**src/rtl/pa_idu_wb_arb.sv**
```systemverilog
// ----------------------------------------------------------------------------
// pa_idu_wb_arb
//
// Purpose:
//   Arbitrates the single GPR write-back port among three producers:
//     - ALU pipeline  (cannot stall, single-cycle valid, always wins)
//     - LSU load data (held valid until lsu_wb_rdy)
//     - Divider       (held valid until div_wb_rdy)
//   LSU and DIV share a round-robin slot. A saturating starvation counter
//   tracks how long a pending LSU/DIV request keeps losing to the ALU. Once
//   it saturates, arb_alu_stall_req asks issue to hold off ALU instructions.
//   The winner is registered into a one-cycle-latency write-back stage that
//   also produces the one-hot per-register write enable for the scoreboard.
//
// Ports:
//   cpuclk, cpurst          core clock, asynchronous active-high reset
//   alu_wb_vld/dst/data     ALU write-back request (no ready; always granted)
//   lsu_wb_vld/dst/data     LSU load write-back request
//   lsu_wb_rdy              LSU granted this cycle (combinational)
//   div_wb_vld/dst/data     divider write-back request
//   div_wb_rdy              DIV granted this cycle (combinational)
//   arb_alu_stall_req       registered request to block ALU issue
//   wb_vld/dst/data         registered write-back bus
//   wb_flsu_vld             registered: current write-back came from the LSU
//   wb_reg_write_en         registered one-hot GPR write enable (bit 0 never set)
// ----------------------------------------------------------------------------
module pa_idu_wb_arb #(
    parameter int unsigned STARVE_MAX = 4,
    parameter int unsigned CNT_W      = 3
) (
    input  logic        cpuclk,
    input  logic        cpurst,

    input  logic        alu_wb_vld,
    input  logic [4:0]  alu_wb_dst,
    input  logic [31:0] alu_wb_data,

    input  logic        lsu_wb_vld,
    input  logic [4:0]  lsu_wb_dst,
    input  logic [31:0] lsu_wb_data,
    output logic        lsu_wb_rdy,

    input  logic        div_wb_vld,
    input  logic [4:0]  div_wb_dst,
    input  logic [31:0] div_wb_data,
    output logic        div_wb_rdy,

    output logic        arb_alu_stall_req,

    output logic        wb_vld,
    output logic [4:0]  wb_dst,
    output logic [31:0] wb_data,
    output logic        wb_flsu_vld,
    output logic [31:0] wb_reg_write_en
);

    localparam logic [CNT_W-1:0] LP_STARVE_MAX = CNT_W'(STARVE_MAX);
    localparam logic [CNT_W-1:0] LP_CNT_ONE    = CNT_W'(1);

    // ------------------------------------------------------------------
    // State
    // ------------------------------------------------------------------
    // r_rr_last: 0 = LSU won the last contended round, 1 = DIV won it.
    logic             r_rr_last;
    logic [CNT_W-1:0] r_starve_cnt;
    logic             r_stall;
    logic             r_wb_vld;
    logic [4:0]       r_wb_dst;
    logic [31:0]      r_wb_data;
    logic             r_wb_flsu;
    logic [31:0]      r_wb_wen;

    // ------------------------------------------------------------------
    // Combinational grant and next-state
    // ------------------------------------------------------------------
    logic             w_gnt_alu;
    logic             w_gnt_lsu;
    logic             w_gnt_div;
    logic             w_gnt_any;
    logic             w_gnt_side;
    logic             w_side_req;
    logic             w_contend;
    logic [4:0]       w_sel_dst;
    logic [31:0]      w_sel_data;
    logic [31:0]      w_sel_wen;
    logic             w_rr_last_d;
    logic [CNT_W-1:0] w_starve_cnt_d;
    logic             w_stall_d;

    always_comb begin
        // Grants are suppressed while reset is held so no handshake can
        // complete that the (cleared) write-back stage would not record.
        w_side_req = lsu_wb_vld | div_wb_vld;
        w_contend  = ~cpurst & ~alu_wb_vld & lsu_wb_vld & div_wb_vld;
        w_gnt_alu  = ~cpurst & alu_wb_vld;
        w_gnt_lsu  = ~cpurst & ~alu_wb_vld & lsu_wb_vld & (~div_wb_vld | r_rr_last);
        w_gnt_div  = ~cpurst & ~alu_wb_vld & div_wb_vld & (~lsu_wb_vld | ~r_rr_last);
        w_gnt_side = w_gnt_lsu | w_gnt_div;
        w_gnt_any  = w_gnt_alu | w_gnt_side;
    end

    always_comb begin
        w_sel_dst  = 5'd0;
        w_sel_data = 32'd0;
        if (w_gnt_alu) begin
            w_sel_dst  = alu_wb_dst;
            w_sel_data = alu_wb_data;
        end else if (w_gnt_lsu) begin
            w_sel_dst  = lsu_wb_dst;
            w_sel_data = lsu_wb_data;
        end else if (w_gnt_div) begin
            w_sel_dst  = div_wb_dst;
            w_sel_data = div_wb_data;
        end
        // x0 is hardwired: a write to it still signals wb_vld but enables nothing.
        w_sel_wen = (w_sel_dst == 5'd0) ? 32'd0 : (32'd1 << w_sel_dst);
    end

    always_comb begin
        // Round-robin pointer moves only when both side requesters competed.
        w_rr_last_d = r_rr_last;
        if (w_contend) begin
            w_rr_last_d = w_gnt_div;
        end

        // Counter counts cycles a side request loses; any side grant or an
        // idle side path restarts it.
        w_starve_cnt_d = '0;
        if (w_side_req && !w_gnt_side) begin
            w_starve_cnt_d = (r_starve_cnt == LP_STARVE_MAX) ? r_starve_cnt
                                                             : r_starve_cnt + LP_CNT_ONE;
        end

        // Stall keys off the registered count, so a grant in the cycle the
        // count would saturate never raises the stall.
        w_stall_d = r_stall;
        if (w_gnt_side || !w_side_req) begin
            w_stall_d = 1'b0;
        end else if (r_starve_cnt == LP_STARVE_MAX) begin
            w_stall_d = 1'b1;
        end
    end

    // ------------------------------------------------------------------
    // Arbitration state
    // ------------------------------------------------------------------
    always_ff @(posedge cpuclk or posedge cpurst) begin
        if (cpurst) begin
            r_rr_last    <= 1'b0;
            r_starve_cnt <= '0;
            r_stall      <= 1'b0;
        end else begin
            r_rr_last    <= w_rr_last_d;
            r_starve_cnt <= w_starve_cnt_d;
            r_stall      <= w_stall_d;
        end
    end

    // ------------------------------------------------------------------
    // Write-back stage: dst/data hold when nothing is granted so the bus
    // only toggles on real write-backs.
    // ------------------------------------------------------------------
    always_ff @(posedge cpuclk or posedge cpurst) begin
        if (cpurst) begin
            r_wb_vld  <= 1'b0;
            r_wb_dst  <= 5'd0;
            r_wb_data <= 32'd0;
            r_wb_flsu <= 1'b0;
            r_wb_wen  <= 32'd0;
        end else begin
            r_wb_vld  <= w_gnt_any;
            r_wb_flsu <= w_gnt_lsu;
            r_wb_wen  <= w_gnt_any ? w_sel_wen : 32'd0;
            if (w_gnt_any) begin
                r_wb_dst  <= w_sel_dst;
                r_wb_data <= w_sel_data;
            end
        end
    end

    // ------------------------------------------------------------------
    // Outputs
    // ------------------------------------------------------------------
    assign lsu_wb_rdy        = w_gnt_lsu;
    assign div_wb_rdy        = w_gnt_div;
    assign arb_alu_stall_req = r_stall;
    assign wb_vld            = r_wb_vld;
    assign wb_dst            = r_wb_dst;
    assign wb_data           = r_wb_data;
    assign wb_flsu_vld       = r_wb_flsu;
    assign wb_reg_write_en   = r_wb_wen;

endmodule

```
**config.mk**
```make
export PLATFORM = sky130hd
export DESIGN_NAME = pa_idu_wb_arb
export DESIGN_NICKNAME = d
export VERILOG_FILES = /design/src/rtl/pa_idu_wb_arb.sv
export SDC_FILE = /design/constraint.sdc
export NUM_CORES = 1
export LEC_CHECK = 0
export CORE_MARGIN = 1
export CORE_UTILIZATION = 35
export DETAILED_ROUTE_END_ITERATION = 6
export DONT_BUFFER_PORTS = 1
export PLACE_DENSITY = 0.57
export SLEW_MARGIN = 5
export SYNTH_ARGS = -nofsm -noshare
export SYNTH_HDL_FRONTEND = slang
export SYNTH_SLANG_ARGS = --single-unit
```
**constraint.sdc**
```tcl
create_clock -name cpuclk -period 2 [get_ports cpuclk]
set_input_delay 0.1 -clock cpuclk [delete_from_list [all_inputs] [get_ports cpuclk]]
set_output_delay 0.1 -clock cpuclk [all_outputs]
set_load 0.01 [all_outputs]
```
==> reports/qor.yml, run 1 <==
clock_network:
  cts_inserted_buffers: 9
  post-cts-setup-buffer-count: 0
  cts_buffer_depth: 2
  clk_root_buffer_cell: "clkbuf_8"
  cts_resized: 0
  hold_buffers: 101
  clock-sinks: 76
  h-tree-depth: 3
floorplan:
  die_width_um: 97.1
  die_y_um: 97.1
  initial_utilization: 0.363
  pin_count: 190
  rows: 34
synthesis:
  ys_warn_count: 0
  postSynthAreaPerCell_um2: 10.6
  synth_area_mm2: 0.00316
  synth_edf_count: 0
  async_flop_share: 1.00
  synth_cells: 297
  yosys_register_bits: 76
  synth_nets: 415
  synthDistinctLibCells: 33
  synth_flop_cell: "dfrtp_1"
  yosysSeqAreaShare: 0.601
placed_design:
  io_buffer_count: 0
  place_congestion: 0.801
  dp_hpwl_um: 5720
  place_ws_ns: 0.107
outcome:
  run.stop_error: "[ERROR RSZ-0060] Max buffer count reached."
  stop_stage: "clock tree synthesis (4_1_cts)"
  outcome: "aborted with a tool error"
synthesized netlist by cell type, types with 3 or more instances:
cell type	n	area, um^2
or3_1	3	18.8
nand2_1	45	169
clkbuf_1	17	63.8
nand3_1	6	30.0
a22oi_1	62	465
inv_1	8	30.0
dfrtp_1	76	1900
nor3_1	3	15.0
a221oi_2	3	45.0
nor2_1	39	146
a21oi_1	3	15.0
a221o_1	3	30.0
cells by family after synthesis:
| group | synth area share |
|---|---|
| buf+inv | 0.0328 |
| flops | 0.601 |
| compound gates | 0.196 |
| fa+ha+maj | 0.00791 |
| mux | 0.00316 |
| other cells | 0.00119 |
| xor+xnor | 0.00554 |
| simple gates | 0.152 |
metrics by stage:
stage	util	std cells	area, um^2
3_5_place_dp	0.379	394	3310
2_1_floorplan	-	297	3170
3_3_place_gp	0.379	394	3310
==> run 2, diff against run 1 <==
--- a/config.mk
+++ b/config.mk
@@ -6,10 +6,10 @@
 export NUM_CORES = 1
 export LEC_CHECK = 0
 export CORE_MARGIN = 1
-export CORE_UTILIZATION = 35
+export CORE_UTILIZATION = 20
 export DETAILED_ROUTE_END_ITERATION = 6
 export DONT_BUFFER_PORTS = 1
-export PLACE_DENSITY = 0.57
+export PLACE_DENSITY_LB_ADDON = 0.15
 export SLEW_MARGIN = 5
 export SYNTH_ARGS = -nofsm -noshare
 export SYNTH_HDL_FRONTEND = slang
==> constraint.sdc (replaced) <==
create_clock -name cpuclk -period 2.6 [get_ports cpuclk]
set_input_delay 0.13 -clock cpuclk [delete_from_list [all_inputs] [get_ports cpuclk]]
set_output_delay 0.13 -clock cpuclk [all_outputs]
set_load 0.01 [all_outputs]
==> reports/qor.yml, run 2 <==
outcome:
  outcome: "finished clean"
placed_design:
  place_congestion: 0.695  # -13%
  place_area_mm2: 0.00340  # +2.9%
  dp_hpwl_um: 6560  # +15%
  place_ws_ns: 0.563  # +0.456 ns
  io_buffer_count: 0  # unchanged
  placed_cells: 494  # +25%
clock_network:
  cts_tree: "done"
  h-tree-depth: 3  # unchanged
  clock-sinks: 76  # unchanged
  post-cts-setup-buffer-count: 0  # unchanged
  cts_resized: 0  # unchanged
  cts_inserted_buffers: 9  # unchanged
  clk_root_buffer_cell: "clkbuf_16"
  clock_latency_ns: 0.34
  hold_buffers: 68  # -33%
  clkSlewWorstSetupHoldPaths_ns: 0.06
  cts_buffer_depth: 2  # unchanged
setup_path:
  critPathSlowestCell: "dlygate4sd3_1"
  cpLargestDelayFamily: "buffers and inverters"
  crit_chain: "a21bo_2 > nor2_4 > buf_4 > a22oi_1 > nand2_1 > dlygate4sd3_1"
  required_ns: 2.88
  critPathCaptureType: "flop"
  cp-start-kind: "flop"
  path_buf_inv: 2
  critPathKind: "reg2reg"
  max_stage_delay_ns: 0.54
  arrival_ns: 2.57
  reg2reg_slack_ns: 0.31
  critPathMaxFanout: 22
synthesis:
  synth_commonest_cells: "dfrtp_1 (76), a22oi_1 (62), nand2_1 (45)"
  synth_edf_count: 0  # unchanged
  synth_top_cell_by_area: "dfrtp_1"
  yosysSeqAreaShare: 0.601  # unchanged
  yosysMostFrequentCell: "dfrtp_1"
  synth_area_mm2: 0.00316  # unchanged
  synth_nets: 415  # unchanged
  yosys_register_bits: 76  # unchanged
  async_flop_share: 1.00  # unchanged
  synth_area_leaders: "dfrtp_1 (60%), a22oi_1 (15%), nand2_1 (5.3%), nor2_1 (4.6%), clkbuf_1 (2.0%)"
  synth_flop_cell: "dfrtp_1"
  ys_warn_count: 0  # unchanged
  postSynthAreaPerCell_um2: 10.6  # unchanged
  synth_cells: 297  # unchanged
  synthDistinctLibCells: 33  # unchanged
  synth_top_area_frac: 0.601  # unchanged
timing:
  layout_setup_ws_ns: 0.307
  finClkSkew_ns: 0.00423
  relSlewSlack: 0.474
  fmax_ghz: 0.436
  setup_tns_ns: 0
  setup_viol: 0
  post-route-min-period_ns: 2.29
  holdWs_ns: 0.0194
  worst_pin_slew_ns: 0.789
  final_hold_viol_count: 0
  drv_slew: 0
  min_period_over_period: 0.882
  rsz0062_at_grt: "false"
floorplan:
  initial_utilization: 0.207  # -0.156
  rows: 45  # +32%
  dieArea_mm2: 0.0163
  coreArea_mm2: 0.0153
  die_y_um: 128  # +32%
  die_width_um: 128  # +32%
  pin_count: 190  # unchanged
power_and_ir_drop:
  power_density_mw_per_mm2: 734
  peakVddDrop_mv: 0.282
  total_leakage_power_nw: 1.94
  p_total_mw: 3.22
layout:
  final_util: 0.286
  layout_common_cells: "dfrtp_1 (76), dlygate4sd3_1 (68), a22oi_1 (62)"
  syn_to_final_growth_pct: 38.6
  final_common_cell: "dfrtp_1"
  final_cells: 578
  fin_nets: 480
  final_area_mm2: 0.00439
  drive_above_1_share: 0.0845
  num_antenna_cells: 0
job:
  cap_violations: 0
global_route:
  grt_max_degree: 47
  grt_antenna_before_repair: 0
  grt_overflow: 0
  grt_usage: 0.122
  grt_pass1_vias: 2643
  grt_first_pass_wirelength_um: 14600
drt:
  ant_nets: 0
  vias: 2565
  drtIter0Drc: 119
  drtPass1Iterations: 5
  post_drt_wl_per_cell_um: 16.6
  totalWireLength_um: 9590
  vias_per_cell: 4.44
  drc: 0
worst_hold_path:
  hold_path_class: "in2reg"
-- run 2: where the power goes --
part	leakage, nW	total, mW	internal, mW	switching (mW)
Clock	0.140	1.28	0.752	0.524
Sequential	0.985	1.44	1.30	0.142
Combinational	0.811	0.499	0.258	0.240
-- run 2: cells by family (layout without fill, tap and decap cells) --
group	Yosys count	after routing	share of synthesized area
flops	76	76	0.601
compound gates	79	79	0.196
simple gates	109	109	0.152
fa+ha+maj	2	2	0.00791
other cells	1	1	0.00119
buf+inv	27	97	0.0328
mux	1	1	0.00316
xor+xnor	2	2	0.00554
-- run 2: worst paths after layout --
check,start,endpoint,depth (start not counted)
max in group asynchronous,cpurst,wb_data[11],3
worst min register to register,r_rr_last,r_rr_last,1
min in group asynchronous,cpurst,arb_alu_stall_req,2
worst max-delay path,r_rr_last,wb_data[19],6
worst max register to register,r_rr_last,wb_data[19],6
worst min-delay path,lsu_wb_dst[1],wb_dst[1],2
-- run 2: cell type report --
type | instances | area (um^2)
clock buffers | 10 | 229
inverters | 8 | 31.3
multi-input cells | 194 | 1170
clock inverters | 6 | 71.3
fillers | 1612 | 10900
flip-flops and latches | 76 | 1900
repair buffers | 73 | 718
well taps | 211 | 264
-- run 2: worst register-to-register path, cell delays in order, from the launching register on --
cell and delay (ns):
dfrtp_1 0.42, a21bo_2 0.26, nor2_4 0.40, buf_4 0.36
a22oi_1 0.17, nand2_1 0.09, dlygate4sd3_1 0.54
-- run 2: per-layer routing --
layer / track usage / vias up / routed length, um
met4: 0.0734 / 0 / 282
met1: 0.138 / 1229 / 4010
li1: - / 1184 / -
met2: 0.200 / 131 / 4690
met5: 0 / - / 0
met3: 0.0405 / 21 / 608
Note: power is estimated with default switching activity, not from simulation.
==> run 3, diff against run 2 <==
--- a/config.mk
+++ b/config.mk
@@ -9,6 +9,7 @@
 export CORE_UTILIZATION = 20
 export DETAILED_ROUTE_END_ITERATION = 6
 export DONT_BUFFER_PORTS = 1
+export HOLD_SLACK_MARGIN = 0.06
 export PLACE_DENSITY_LB_ADDON = 0.15
 export SLEW_MARGIN = 5
 export SYNTH_ARGS = -nofsm -noshare
==> reports/qor.yml, run 3 (synthesis results as in run 2) <==
floorplan:
  die_y_um: 128  # unchanged
  initial_utilization: 0.207  # unchanged
  die_width_um: 128  # unchanged
  pin_count: 190  # unchanged
  rows: 45  # unchanged
  dieArea_mm2: 0.0163  # unchanged
  coreArea_mm2: 0.0153  # unchanged
clock_network:
  cts_tree: "done"
  cts_resized: 0  # unchanged
  clock-sinks: 76  # unchanged
  h-tree-depth: 3  # unchanged
  cts_buffer_depth: 2  # unchanged
  clkSlewWorstSetupHoldPaths_ns: 0.06  # about the same
  clock_latency_ns: 0.34  # about the same
  clk_root_buffer_cell: "clkbuf_16"
  cts_inserted_buffers: 9  # unchanged
layout:
  syn_to_final_growth_pct: 40.2
  final_area_mm2: 0.00444  # +1.1%
  fin_nets: 485  # +1.0%
  layout_common_cells: "dfrtp_1 (76), dlygate4sd3_1 (73), a22oi_1 (62)"
  final_common_cell: "dfrtp_1"
  drive_above_1_share: 0.0833  # -0.00114
  num_antenna_cells: 0  # unchanged
  final_util: 0.290  # +0.00327
setup_path:
  reg2reg_depth: 7  # +1
  critPathKind: "reg2reg"
  cp-start-kind: "flop"
  timing.rr.end: "wb_reg_write_en[4]"
  arrival_ns: 2.63  # +0.06 ns
  critPathMaxFanout: 12  # -45%
  r2r_start: "r_rr_last"
  reg2reg_slack_ns: 0.24  # -0.07 ns
  required_ns: 2.86  # -0.02 ns
  critPathCaptureType: "flop"
timing:
  drv_slew: 0  # unchanged
  relSlewSlack: 0.468  # -0.00567
  final_hold_viol_count: 0  # unchanged
  setup_tns_ns: 0  # unchanged
  post-route-min-period_ns: 2.36  # +0.0711 ns
  fmax_ghz: 0.423  # -3.0%
  layout_setup_ws_ns: 0.236  # -0.0711 ns
  finClkSkew_ns: 0.00520  # +0.000961 ns
  setup_viol: 0  # unchanged
  rsz0062_at_grt: "false"
  min_period_over_period: 0.909  # +0.0273
  worst_pin_slew_ns: 0.798  # +0.00851 ns
placed_design:
  place_ws_ns: 0.563  # unchanged
  io_buffer_count: 0  # unchanged
  place_congestion: 0.695  # unchanged
  place_area_mm2: 0.00340  # unchanged
  dp_hpwl_um: 6560  # unchanged
drt:
  vias_per_cell: 4.47  # +0.69%
  topRoutingLayerUsed: "met4"
  wl_met2_um: 4770  # +1.9%
  wl_met3_um: 597  # -1.8%
  drc: 0  # unchanged
  totalWireLength_um: 9650  # +0.68%
  drtPass1Iterations: 4  # -1
  post_drt_wl_per_cell_um: 16.6  # -0.19%
  drtIter0Drc: 120  # +0.84%
  wl_met1_um: 4020  # +0.30%
  vias: 2605  # +1.6%
  ant_nets: 0  # unchanged
power_and_ir_drop:
  peakVddDrop_mv: 0.283  # about the same
  internal_power_mw: 2.32  # +0.25%
  p_seq_frac: 0.447  # about the same
  swShare: 0.282  # about the same
  pwr-share-clk: 0.396  # about the same
  power_density_mw_per_mm2: 727  # -0.84%
  p_sw_uw: 909  # +0.38%
  pwr-share-comb: 0.157  # +0.002
  total_leakage_power_nw: 1.95  # +0.85%
job:
  cap_violations: 0  # unchanged
outcome:
  outcome: "finished clean"
worst_hold_path:
  hold_start: "alu_wb_dst[4]"
  whs_path_depth: 2  # unchanged
  worstHoldEndpoint: "wb_dst[4]"
  hold_path_class: "in2reg"
global_route:
  grt_overflow: 0  # unchanged
  grt_first_pass_wirelength_um: 14700  # +0.61%
  grt_pass1_vias: 2658  # +0.57%
  grt_usage: 0.123  # +0.000719
  grt_max_degree: 47  # unchanged
  grt_antenna_before_repair: 0  # unchanged
[run 3: cell types whose count changed in the layout (fill, tap and decap cells not counted), sizes merged]
cell and change:
dlygate4sd3 +5
[run 3: worst max-delay path, stage by stage, from the launching register on]
cell	delay, ns
dfrtp_1	0.42
nor2b_1	0.26
nor3_4	0.11
buf_4	0.22
a221oi_2	0.40
dlygate4sd3_1	0.62
nand3_1	0.11
nor2_1	0.14
[run 3: power by group through the flow]
| stage | sequential (mW) | clock, mW | combinational [mW] |
|---|---|---|---|
| after floorplan | 1.43 | 0 | 0.283 |
| after global placement | 1.47 | 0 | 0.355 |
| after detailed placement | 1.46 | 0 | 0.362 |
| after CTS | 1.44 | 1.32 | 0.511 |
| after global routing | 1.46 | 1.37 | 0.572 |
| final | 1.44 | 1.28 | 0.506 |
[run 3: what timing repair did]
action,in CTS,in global routing
hold endpoints to repair,68,0
hold buffers,73,0
setup buffers,0,0
[run 3: worst max-delay path by stage]
stage	to	slack, ns	start	cells after the start
3_5_place_dp	wb_reg_write_en[4]	0.56	r_rr_last	5
4_1_cts	wb_reg_write_en[4]	0.20	r_rr_last	7
3_3_place_gp	wb_reg_write_en[4]	0.55	r_rr_last	5
5_1_grt	wb_reg_write_en[16]	0.03	r_rr_last	7
2_1_floorplan	wb_reg_write_en[16]	0.14	cpurst	3
6_report	wb_reg_write_en[4]	0.24	r_rr_last	7
[run 3: per-stage QoR]
stage	total power [mW]	hold WS (ns)	std cells
finish	3.23	0.0577	583
global route	3.41	0.0941	583
CTS	3.27	0.0639	583
detailed placement	1.82	0.0889	494
global placement	1.82	0.0886	494
floorplan	1.72	0.256	297
[run 3: routing by layer]
layer | up-vias | global-route usage
met5 | - | 0
met4 | 0 | 0.0692
met3 | 21 | 0.0396
met2 | 131 | 0.204
met1 | 1261 | 0.138
li1 | 1192 | -
[run 3: cell type report]
class                   instances  area [um^2]
repair buffers                 78          768
inverters                       8         31.3
multi-input cells             194         1170
well taps                     211          264
flip-flops and latches         76         1900
clock inverters                 6         71.3
fillers                      1605        10900
clock buffers                  10          229
